$ cat config.mk
export PLATFORM = sky130hd
export DESIGN_NAME = fpu_divider
export DESIGN_NICKNAME = d
export VERILOG_FILES = /design/src/rtl/fpu_divider.sv
export SDC_FILE = /design/constraint.sdc
export NUM_CORES = 1
export LEC_CHECK = 0
export BUFFER_PORTS_ARGS = -buffer_cell sky130_fd_sc_hd__buf_4
export CAP_MARGIN = 20
export CORE_MARGIN = 2
export CORE_UTILIZATION = 51
export CTS_CLUSTER_SIZE = 16
export DETAILED_ROUTE_END_ITERATION = 10
export PLACE_DENSITY_LB_ADDON = 0.05
export SYNTH_ARGS = -nofsm -noshare
export SYNTH_HDL_FRONTEND = slang
export SYNTH_SLANG_ARGS = --single-unit
$ cat constraint.sdc
create_clock -name clock -period 2.5 [get_ports clock]
set_clock_uncertainty 0.05 [all_clocks]
set_input_delay 0.5 -clock clock [delete_from_list [all_inputs] [get_ports clock]]
set_output_delay 0.5 -clock clock [all_outputs]
set_load 0.01 [all_outputs]
$ cat src/rtl/fpu_divider.sv
// rtl/fpu_divider.sv - restoring mantissa divider, one quotient bit per cycle; optional sticky via FPU_DIV_STICKY_EN
`ifndef FP16_FRACW
`define FP16_FRACW 10
`endif

module fpu_divider #(
    parameter int  FRAC_WIDTH = `FP16_FRACW,
    localparam int W          = FRAC_WIDTH + 1,
    localparam int QW         = 2 * W
) (
    input  logic          clock,
    input  logic          reset,
    input  logic [W-1:0]  divIn1,
    input  logic [W-1:0]  divIn2,
    input  logic          start,
    output logic [QW-1:0] divOut,
    output logic [W-1:0]  divRem,
    output logic          divByZero,
    output logic          divSticky,
    output logic          done
);

    localparam int CW = $clog2(QW);

    typedef enum logic [1:0] {
        DIV_WAIT,
        DIV_INIT,
        DIV_ITER,
        DIV_DONE
    } div_state_t;

    div_state_t    state;
    div_state_t    next_state;

    logic [W-1:0]  dividend;
    logic [W-1:0]  divisor;
    // Numerator (dividend << W) streamed out MSB first, one bit per iteration
    logic [QW-1:0] num_shift;
    // One spare bit so the shifted remainder never overflows before the compare
    logic [W:0]    rem;
    logic [QW-1:0] quo;
    logic [CW-1:0] count;
    logic          dbz;

    logic [W:0]    rem_shift;
    logic [W:0]    rem_sub;
    logic [W:0]    rem_next;
    logic          fits;

    // One restoring step: shift in the next numerator bit, subtract divisor if it fits
    always_comb begin
        rem_shift = (rem << 1) | {{W{1'b0}}, num_shift[QW-1]};
        rem_sub   = rem_shift - {1'b0, divisor};
        fits      = (rem_shift >= {1'b0, divisor});
        rem_next  = fits ? rem_sub : rem_shift;
    end

    // State register
    always_ff @(posedge clock) begin
        if (reset) begin
            state <= DIV_WAIT;
        end else begin
            state <= next_state;
        end
    end

    // Next-state logic; start is only honoured when idle or holding a result
    always_comb begin
        next_state = state;
        case (state)
            DIV_WAIT: if (start) next_state = DIV_INIT;
            DIV_INIT: next_state = (divisor == '0) ? DIV_DONE : DIV_ITER;
            DIV_ITER: if (count == '0) next_state = DIV_DONE;
            DIV_DONE: if (start) next_state = DIV_INIT;
            default:  next_state = DIV_WAIT;
        endcase
    end

    // Operand capture, iteration datapath and result registers
    always_ff @(posedge clock) begin
        if (reset) begin
            dividend  <= '0;
            divisor   <= '0;
            num_shift <= '0;
            rem       <= '0;
            quo       <= '0;
            count     <= '0;
            dbz       <= 1'b0;
        end else begin
            case (state)
                DIV_WAIT, DIV_DONE: begin
                    if (start) begin
                        dividend <= divIn1;
                        divisor  <= divIn2;
                    end
                end
                DIV_INIT: begin
                    if (divisor == '0) begin
                        quo <= '1;
                        rem <= {1'b0, dividend};
                        dbz <= 1'b1;
                    end else begin
                        quo       <= '0;
                        rem       <= '0;
                        num_shift <= {dividend, {W{1'b0}}};
                        count     <= CW'(QW - 1);
                        dbz       <= 1'b0;
                    end
                end
                DIV_ITER: begin
                    rem       <= rem_next;
                    quo       <= {quo[QW-2:0], fits};
                    num_shift <= num_shift << 1;
                    if (count != '0) begin
                        count <= count - CW'(1);
                    end
                end
                default: ;
            endcase
        end
    end

`ifdef FPU_DIV_STICKY_EN
    logic sticky;

    // Sticky is registered alongside the final remainder so it is stable with done
    always_ff @(posedge clock) begin
        if (reset) begin
            sticky <= 1'b0;
        end else if (state == DIV_INIT) begin
            sticky <= (divisor == '0) && (dividend != '0);
        end else if (state == DIV_ITER && count == '0) begin
            sticky <= (rem_next != '0);
        end
    end

    assign divSticky = sticky;
`else
    assign divSticky = 1'b0;
`endif

    assign divOut    = quo;
    assign divRem    = rem[W-1:0];
    assign divByZero = dbz;
    assign done      = (state == DIV_DONE);

endmodule

Word level (Yosys, flattened, before mapping)
Cells that the tools add are included.

cells by class
  shift operators = 0
  $mul = 0
  magnitude comparators = 1
  add/sub/neg operators = 2
  bitwise gates (word level) = 1
  multiplexer cells = 15
  equality and inequality tests = 7
  divide/modulo/power cells = 0
  reductions and logical operators = 10

operators with widths
  operator                                               number
  case mux 22 bit (2 select lines)                       2
  two-way mux 22 bit                                     2
  two-way mux 11 bit                                     2
  case mux 11 bit (2 select lines)                       1
  greater-or-equal comparator 12 x 11 -> 1 bit           1
  OR 12 x 1 -> 12 bit                                    1
  logical NOT 11 bit                                     1
  subtractor 11 bit                                      1
  two-way mux 5 bit                                      2
  case mux 5 bit (2 select lines)                        1
  inequality test 2 bit, second input constant           3
  case mux 2 bit (3 select lines)                        1
  AND reduction 2 bit                                    3
  logical NOT 5 bit                                      1
  nonzero test 5 bit                                     1
  subtractor 5 x 1 -> 5 bit, second input constant       1
  equality test 2 bit, second input constant             2
  two-way mux 2 bit                                      2
  AND reduction 3 bit                                    1
  equality test 2 x 1 -> 1 bit, second input constant    1
  logical NOT 2 bit                                      1
  two-way mux 1 bit                                      2
  inequality test 2 x 1 -> 1 bit, second input constant  1
  nonzero test 2 bit                                     1
  OR reduction 2 bit                                     1

storage, ports and cells
  logic and storage cells = 44
  memories kept = 0
  bits in latches = 0
  bits of input ports = 25
  register bits after elaboration = 85
  bits in writable memories = 0
  ROM bits = 0

Logic depth before layout (Yosys ltp)
Gate-level depths: netlist of run 1.

  depth after elaboration = 4
  mapped depth = 11
  mapped depth without buffers = 10

Worst setup path before layout of run 1
OpenSTA, ideal clock, no wires.

  path kind = register -> register
  start point = register num_shift[21]
  end point = register rem[3]
  path slack = 66 ps
  buffers on the path = 0
  stages on the path, launching flop included = 11
  data required time = 2,318 ps
  clock period less this slack = 2,434 ps
  setup time = 132 ps
  arrival = 2,252 ps
  path through = dfxtp_1 inv_1 ha_1 fa_1 nand2b_1 a21oi_2 o21ai_1 a22oi_2 mux2_2 a221oi_1 nor3_1

on the way
  word-level cells in the longest chain between the ends = 4
  elaborated cells between the ends (all ways) = 5

RTL lines
  what                                                                                      RTL line  source
  from (decl)                                                                               38        logic [QW-1:0] num_shift;
  from (signal assigned)                                                                    105       num_shift <= {dividend, {W{1'b0}}};
  from (signal assigned)                                                                    113       num_shift <= num_shift << 1;
  OR 12 x 1 -> 12 bit *                                                                     52        rem_shift = (rem << 1) | {{W{1'b0}}, num_shift[QW-1]};
  subtractor 11 bit / greater-or-equal comparator 12 x 11 -> 1 bit (equally long branches)  53, 54
  two-way mux 11 bit *                                                                      55        rem_next = fits ? rem_sub : rem_shift;
  case mux 11 bit (2 select lines) *                                                        90        case (state)
  to (signal assigned)                                                                      100       rem <= {1'b0, dividend};
  to (signal assigned)                                                                      111       rem <= rem_next;
  to (decl)                                                                                 40        logic [W:0] rem;

Every way passes the cells marked *; elsewhere a longest branch is shown, timed or not.
A chain may end at the register's enable or synchronous reset.

Worst setup path in the final report of run 1
  start point = register num_shift[21]
  end point = register rem[10]

The elaborated chain is that of the path after synthesis.

==> results of run 1 <==
synthesized netlist by cell type (5+ instances only):
library cell	count
a211oi_1	35
a21oi_1	45
a221oi_1	5
clkbuf_1	21
dfxtp_1	74
ha_1	16
inv_1	23
mux2i_1	14
nand2_1	54
nor2_1	54
nor3_1	29
o21ai_0	5
xor2_1	6
worst paths after layout:
path	cells past startpoint	start	slack (ns)	endpoint
setup / recovery	11	num_shift[21]	0.09	rem[10]
hold / removal	3	divIn1[2]	0.34	dividend[2]
hold reg to reg	2	num_shift[11]	0.43	num_shift[11]
setup reg to reg	11	num_shift[21]	0.09	rem[10]
power breakdown:
part           total [mW]  leakage, nW  switching, mW  internal, mW
Sequential           1.83        0.610          0.293          1.54
Clock               0.957       0.0962          0.463         0.494
Combinational        4.17         1.13           2.36          1.82
Total                6.96         1.84           3.11          3.85
routing by layer:
metal / track usage (%) / wire length, um / vias to the layer above
li1: - / - / 1707
met1: 33.8 / 4360 / 1511
met2: 32.5 / 3820 / 90
met3: 4.39 / 467 / 7
met4: 6.24 / 74 / 0
met5: 0 / 0 / -
registers in the layout (all words and copies together) (netlist names):
signal	flops
dividend	11
divOut	22
divByZero	1
count	5
divisor	11
rem	11
num_shift	11
state	2
critical path, delay by kind of cell, from the launching register on:
kind	cells	cell delay (ns)
adder cells (fa/ha/maj)	2	0.54
AND/OR/NAND/NOR	1	0.16
XOR/XNOR	1	0.19
buffers and inverters	2	0.19
AO/OA/AOI/OAI	5	0.85
flip-flops	1	0.33
logic make-up after synthesis:
group / share of synthesized area [%]
AO/OA/AOI/OAI: 22.9
XOR/XNOR: 2.11
adder cells (fa/ha/maj): 5.90
buffers and inverters: 6.67
flip-flops: 39.7
multiplexers: 4.35
other: 0.100
AND/OR/NAND/NOR: 18.3
layout make-up:
class	count	area, um^2
fillers	631	2600
inverters	23	86.3
clock inverters	5	62.6
flip-flops and latches	74	1480
well taps	99	124
repair buffers	81	608
clock buffers	11	141
multi-input cells	319	2070
stage by stage:
step,TNS [ns],util (%),cell area (um^2),power [mW]
after global routing,-0.130,63.8,4580,7.55
final,0,63.8,4580,6.96
after global placement,0,59.8,4290,5.76
after detailed placement,-0.0296,59.8,4290,5.79
after floorplan,0,-,3730,4.82
after CTS,0,62.7,4500,6.77
what timing repair did:
action | CTS | global route
pin swaps | 1 | 4
buffers inserted | 0 | 2
endpoints found under the setup margin | 2 | 8
resized for setup | 0 | 15
==> flow_summary_export.csv, run 1 <==
group,metric,value,unit
floorplan,die_h,89.6,um
floorplan,start_util,52.0,%
floorplan,std_cell_rows,31,
setup_path,end_kind,"flip-flop",
timing,fin_crit,2.41,ns
clock_tree,path_clk_slew,0.08,ns
yosys,syn_inst,448,
global_route,grt_pass1_wl,14.0,mm
routing,first_iter_violations,195,
routing,postRouteAntennaNets,0,
run_status,status,"complete, no violations",
clock_tree,clock_latency,0.35,ns
global_route,antenna_found_initial,0,
timing,slew_violations,0,
finish,diodes,0,
timing,fmax,415,MHz
yosys,synth_edf_count,0,
setup_path,crit_type,"reg2reg",
floorplan,die-area,8020,um^2
global_route,gr-total-overflow,0,
timing,finalHoldViolations,0,
timing,maxSlewHeadroom,59.4,%
setup_path,arrival,2.60,ns
setup_path,crit_fanout,3,
clock_tree,clock_sink_count,74,
clock_tree,cts_hold_buf,0,
setup_path,startpoint_type,"flip-flop",
timing,worst_pin_slew,0.609,ns
setup_path,path_common_cell,"a21oi_1",
yosys,ys_seq_area_share,39.7,%
timing,whs,0.342,ns
global_route,grt_max_degree,56,
setup_path,worstPathRequired,2.69,ns
place,dp_cells,594,
place,dpl_worst_slack,-0.0154,ns
clock_tree,htree_levels,3,
routing,wirelength,8.72,mm
global_route,grt_pass1_vias,2866,
yosys,synth_area,3730,um^2
yosys,yosysWarnings,0,
timing,setup-violations-final,0,
hold_path,hp-class,"in2reg",
clock_tree,cts_max_path_buffers,2,
clock_tree,cts_tree,"built",
setup_path,cp_slowest_cell,"fa_2",
yosys,synth_nets,490,
yosys,synth_top_area_cell,"dfxtp_1",
power_and_ir_drop,ir_drop,0.785,mV
finish,mostFrequentLayoutCell,"buf_4",
yosys,synth_area_per_cell,8.34,um^2
finish,syn_to_final_growth,22.6,%
timing,timing.final.crit_share,96.4,%
floorplan,core_area,7180,um^2
yosys,synth_seq_cells,74,
finish,mostFrequentLayoutCells,"81 x buf_4, 73 x dfxtp_1, 54 x nand2_1",
place,dpl.hpwl,5.96,mm
routing,num_vias,3315,
yosys,synth_top_area_share,39.7,%
yosys,async_reset_ff_share,0,%
yosys,synthTopCellsByArea,"dfxtp_1 40%, a211oi_1 7.0%, a21oi_1 6.0%, nand2_1 5.4%, nor2_1 5.4%",
yosys,synth_cell_type_count,51,
clock_tree,root_buffer,"clkbuf_8",
routing,remaining_drc_errors,0,
global_route,grtUsageTotal,22.4,%
yosys,synthFlopType,"dfxtp_1",
routing,wire_per_inst,14.2,um
job,drv_cap,0,
clock_tree,cts_buffers,9,
finish,final_cells,612,
power_and_ir_drop,p_leak,1.84,nW
routing,drtPass1Iterations,4,
floorplan,io_pins,61,
finish,drive_above_1_share,24.4,%
floorplan,die_x,89.6,um
place,finalWeightedCongestion,0.909,
setup_path,path_cells,"inv_1, ha_2, fa_2, nand2b_4, a21oi_4, buf_4, a21oi_1, o21ai_0, xor2_1, a21oi_1, a2111oi_2",
routing,viasPerCell,5.42,
timing,rsz0062_at_grt,"yes",
finish,fin_nets,550,
setup_path,cpPeakStageDelay,0.36,ns
power_and_ir_drop,pwr_density_cell,1520,nW/um^2
place,port_buffers,59,
timing,finalWorstSetupSlack,0.0898,ns
Note: power is estimated with default switching activity, not from simulation.
==> run 2: changes to the inputs <==
--- a/config.mk
+++ b/config.mk
@@ -8,7 +8,7 @@
 export BUFFER_PORTS_ARGS = -buffer_cell sky130_fd_sc_hd__buf_4
 export CAP_MARGIN = 20
 export CORE_MARGIN = 2
-export CORE_UTILIZATION = 51
+export CORE_UTILIZATION = 56
 export CTS_CLUSTER_SIZE = 16
 export DETAILED_ROUTE_END_ITERATION = 10
 export PLACE_DENSITY_LB_ADDON = 0.05
==> constraint.sdc (replaced) <==
create_clock -name clock -period 2.65 [get_ports clock]
set_clock_uncertainty 0.05 [all_clocks]
set_input_delay 0.53 -clock clock [delete_from_list [all_inputs] [get_ports clock]]
set_output_delay 0.53 -clock clock [all_outputs]
set_load 0.01 [all_outputs]
==> run 2 against run 1 <==
- critical path depth shrank 1
- global-route usage grew 2.0 points
- worst hold slack gained 0.028 ns
- largest power group unchanged
- critical endpoint is now rem[3]
- clock-buffer cell count shrank 1
- via count grew 1.7%
- sequential power shrank 5%
- register-to-register slack gained 0.07 ns
- largest cell class unchanged
- final cell count shrank 4.2%
- sequential share of layout area grew 0.90 points
- critical path type unchanged
- die area shrank 8.5%
- sequential cell count is the same
==> flow_summary_export.csv, run 2 (synthesis results as in run 1) <==
group,metric,value,unit
clock_tree,htree_levels,3,
place,finalWeightedCongestion,0.872,
place,port_buffers,59,
global_route,gr-total-overflow,0,
clock_tree,root_buffer,"clkbuf_8",
clock_tree,clock_latency,0.35,ns
floorplan,die-area,7340,um^2
routing,remaining_drc_errors,0,
setup_path,crit_type,"reg2reg",
setup_path,cpPeakStageDelay,0.38,ns
global_route,grt_use_met3,3.56,%
clock_tree,path_clk_slew,0.08,ns
routing,postRouteAntennaNets,0,
timing,finalHoldViolations,0,
finish,drive_above_1_share,21.8,%
setup_path,path_cells,"inv_1, ha_1, fa_2, nand2b_1, a21oi_2, o21ai_1, a22oi_2, mux2_2, a221oi_1, nor3_1",
setup_path,crit_fanout,5,
finish,fin_nets,546,
global_route,antenna_found_initial,0,
finish,final_area,4450,um^2
clock_tree,cts_setup_buffers,0,
setup_path,worstPathRequired,2.81,ns
floorplan,die_h,85.7,um
floorplan,std_cell_rows,29,
setup_path,end_kind,"flip-flop",
global_route,grt_use_met2,38.4,%
finish,mostFrequentLayoutCells,"77 x buf_4, 74 x dfxtp_1, 54 x nand2_1, 54 x nor2_1, 45 x a21oi_1",
global_route,grt_pass1_wl,14.5,mm
finish,largest_register_ffs,22,
setup_path,crit_cells,10,
routing,num_vias,3371,
hold_path,hp-class,"in2reg",
routing,wire_per_inst,14.7,um
setup_path,r2r_slack,0.16,ns
setup_path,cp-startpoint,"num_shift[21]",
global_route,grt_pass1_vias,3071,
routing,first_iter_violations,208,
setup_path,path_delay_family,"compound AO/OA/AOI/OAI gates",
place,placed_area,4250,um^2
setup_path,crit_end,"rem[3]",
power_and_ir_drop,ir_drop,0.846,mV
floorplan,start_util,58.5,%
clock_tree,clock_sink_count,74,
clock_tree,cts_max_path_buffers,2,
run_status,status,"complete, no violations",
setup_path,rr_startpoint,"num_shift[21]",
clock_tree,cts_buffers,9,
timing,maxSlewHeadroom,58.2,%
setup_path,r2r_end,"rem[3]",
timing,fin_tns_setup,0,ns
floorplan,die_x,85.7,um
floorplan,io_pins,61,
setup_path,critical_path_buf_inv_count,1,
power_and_ir_drop,p_leak,1.80,nW
global_route,grt_max_degree,58,
setup_path,startpoint_type,"flip-flop",
place,dpl.hpwl,6.01,mm
routing,wirelength,8.64,mm
finish,mostFrequentLayoutCell,"buf_4",
timing,setup-violations-final,0,
setup_path,arrival,2.65,ns
timing,rsz0062_at_grt,"no",
floorplan,core_area,6390,um^2
global_route,busiest_layer,"met2",
power_and_ir_drop,power,6.39,mW
routing,viasPerCell,5.75,
setup_path,cp_slowest_cell,"mux2_2",
timing,whs,0.370,ns
global_route,grtUsageTotal,24.4,%
timing,fin_crit,2.49,ns
timing,fmax,402,MHz
global_route,grtUsageMet1,34.0,%
finish,diodes,0,
power_and_ir_drop,pwr_density_cell,1440,nW/um^2
finish,syn_to_final_growth,19.2,%
job,drv_cap,0,
clock_tree,cts_tree,"built",
timing,slew_violations,0,
timing,timing.final.crit_share,94.0,%
timing,worst_pin_slew,0.626,ns
setup_path,reg2reg_depth,10,
routing,drtPass1Iterations,4,
## run 2: changes by cell type in the layout (fill, tap and decap cells not counted), moves of 2 or more
cell and delta:
a221oi_2 -2, a221oi_1 +2, buf_4 -4, o21ai_1 +2, clkinv_2 +2, o21ai_2 -2
## run 2: what timing repair did
| action | in CTS | in global routing |
|---|---|---|
| endpoints found under the setup margin | 0 | 3 |
| hold buffers | 0 | 0 |
| hold endpoints to repair | 0 | 0 |
| resized for setup | 0 | 2 |
## run 2: final cells by class
class / count / area, um^2
flip-flops and latches: 74 / 1480
multi-input cells: 319 / 2020
inverters: 23 / 86.3
repair buffers: 77 / 578
fillers: 554 / 1940
clock buffers: 10 / 128
well taps: 77 / 96.3
clock inverters: 6 / 65.1
## run 2: how the worst min path moves through the flow
stage	slack [ns]	to	depth (start not counted)	from
finish	0.37	divisor[1]	3	divIn2[1]
global route	0.38	dividend[3]	3	divIn1[3]
CTS	0.36	divisor[9]	3	divIn2[9]
detailed placement	0.42	num_shift[11]	2	num_shift[11]
global placement	0.41	num_shift[11]	2	num_shift[11]
floorplan	0.40	num_shift[11]	2	num_shift[11]
## run 2: routing by layer
| metal | routed length (um) | vias up |
|---|---|---|
| met2 | 4050 | 75 |
| met5 | 0 | - |
| met1 | 3990 | 1590 |
| met3 | 503 | 9 |
| met4 | 102 | 0 |
| li1 | - | 1697 |
## run 2: per-stage QoR
stage	cells	utilization, %	setup WS (ns)
after floorplan	448	-	0.216
after global placement	570	66.5	0.136
after detailed placement	570	66.5	0.107
after CTS	586	69.6	0.0938
after global routing	586	69.7	0.0130
final	586	69.7	0.160
## run 2: tightest hold or removal path: cells and delay by family
kind	cells	cell delay, ns
buffers and inverters	1	0.10
AND/OR/NAND/NOR	1	0.04
AO/OA/AOI/OAI	1	0.05
## run 2: where the power goes
| part | switching (mW) | internal [mW] |
|---|---|---|
| Sequential | 0.293 | 1.45 |
| Clock | 0.430 | 0.437 |
| Combinational | 2.15 | 1.63 |
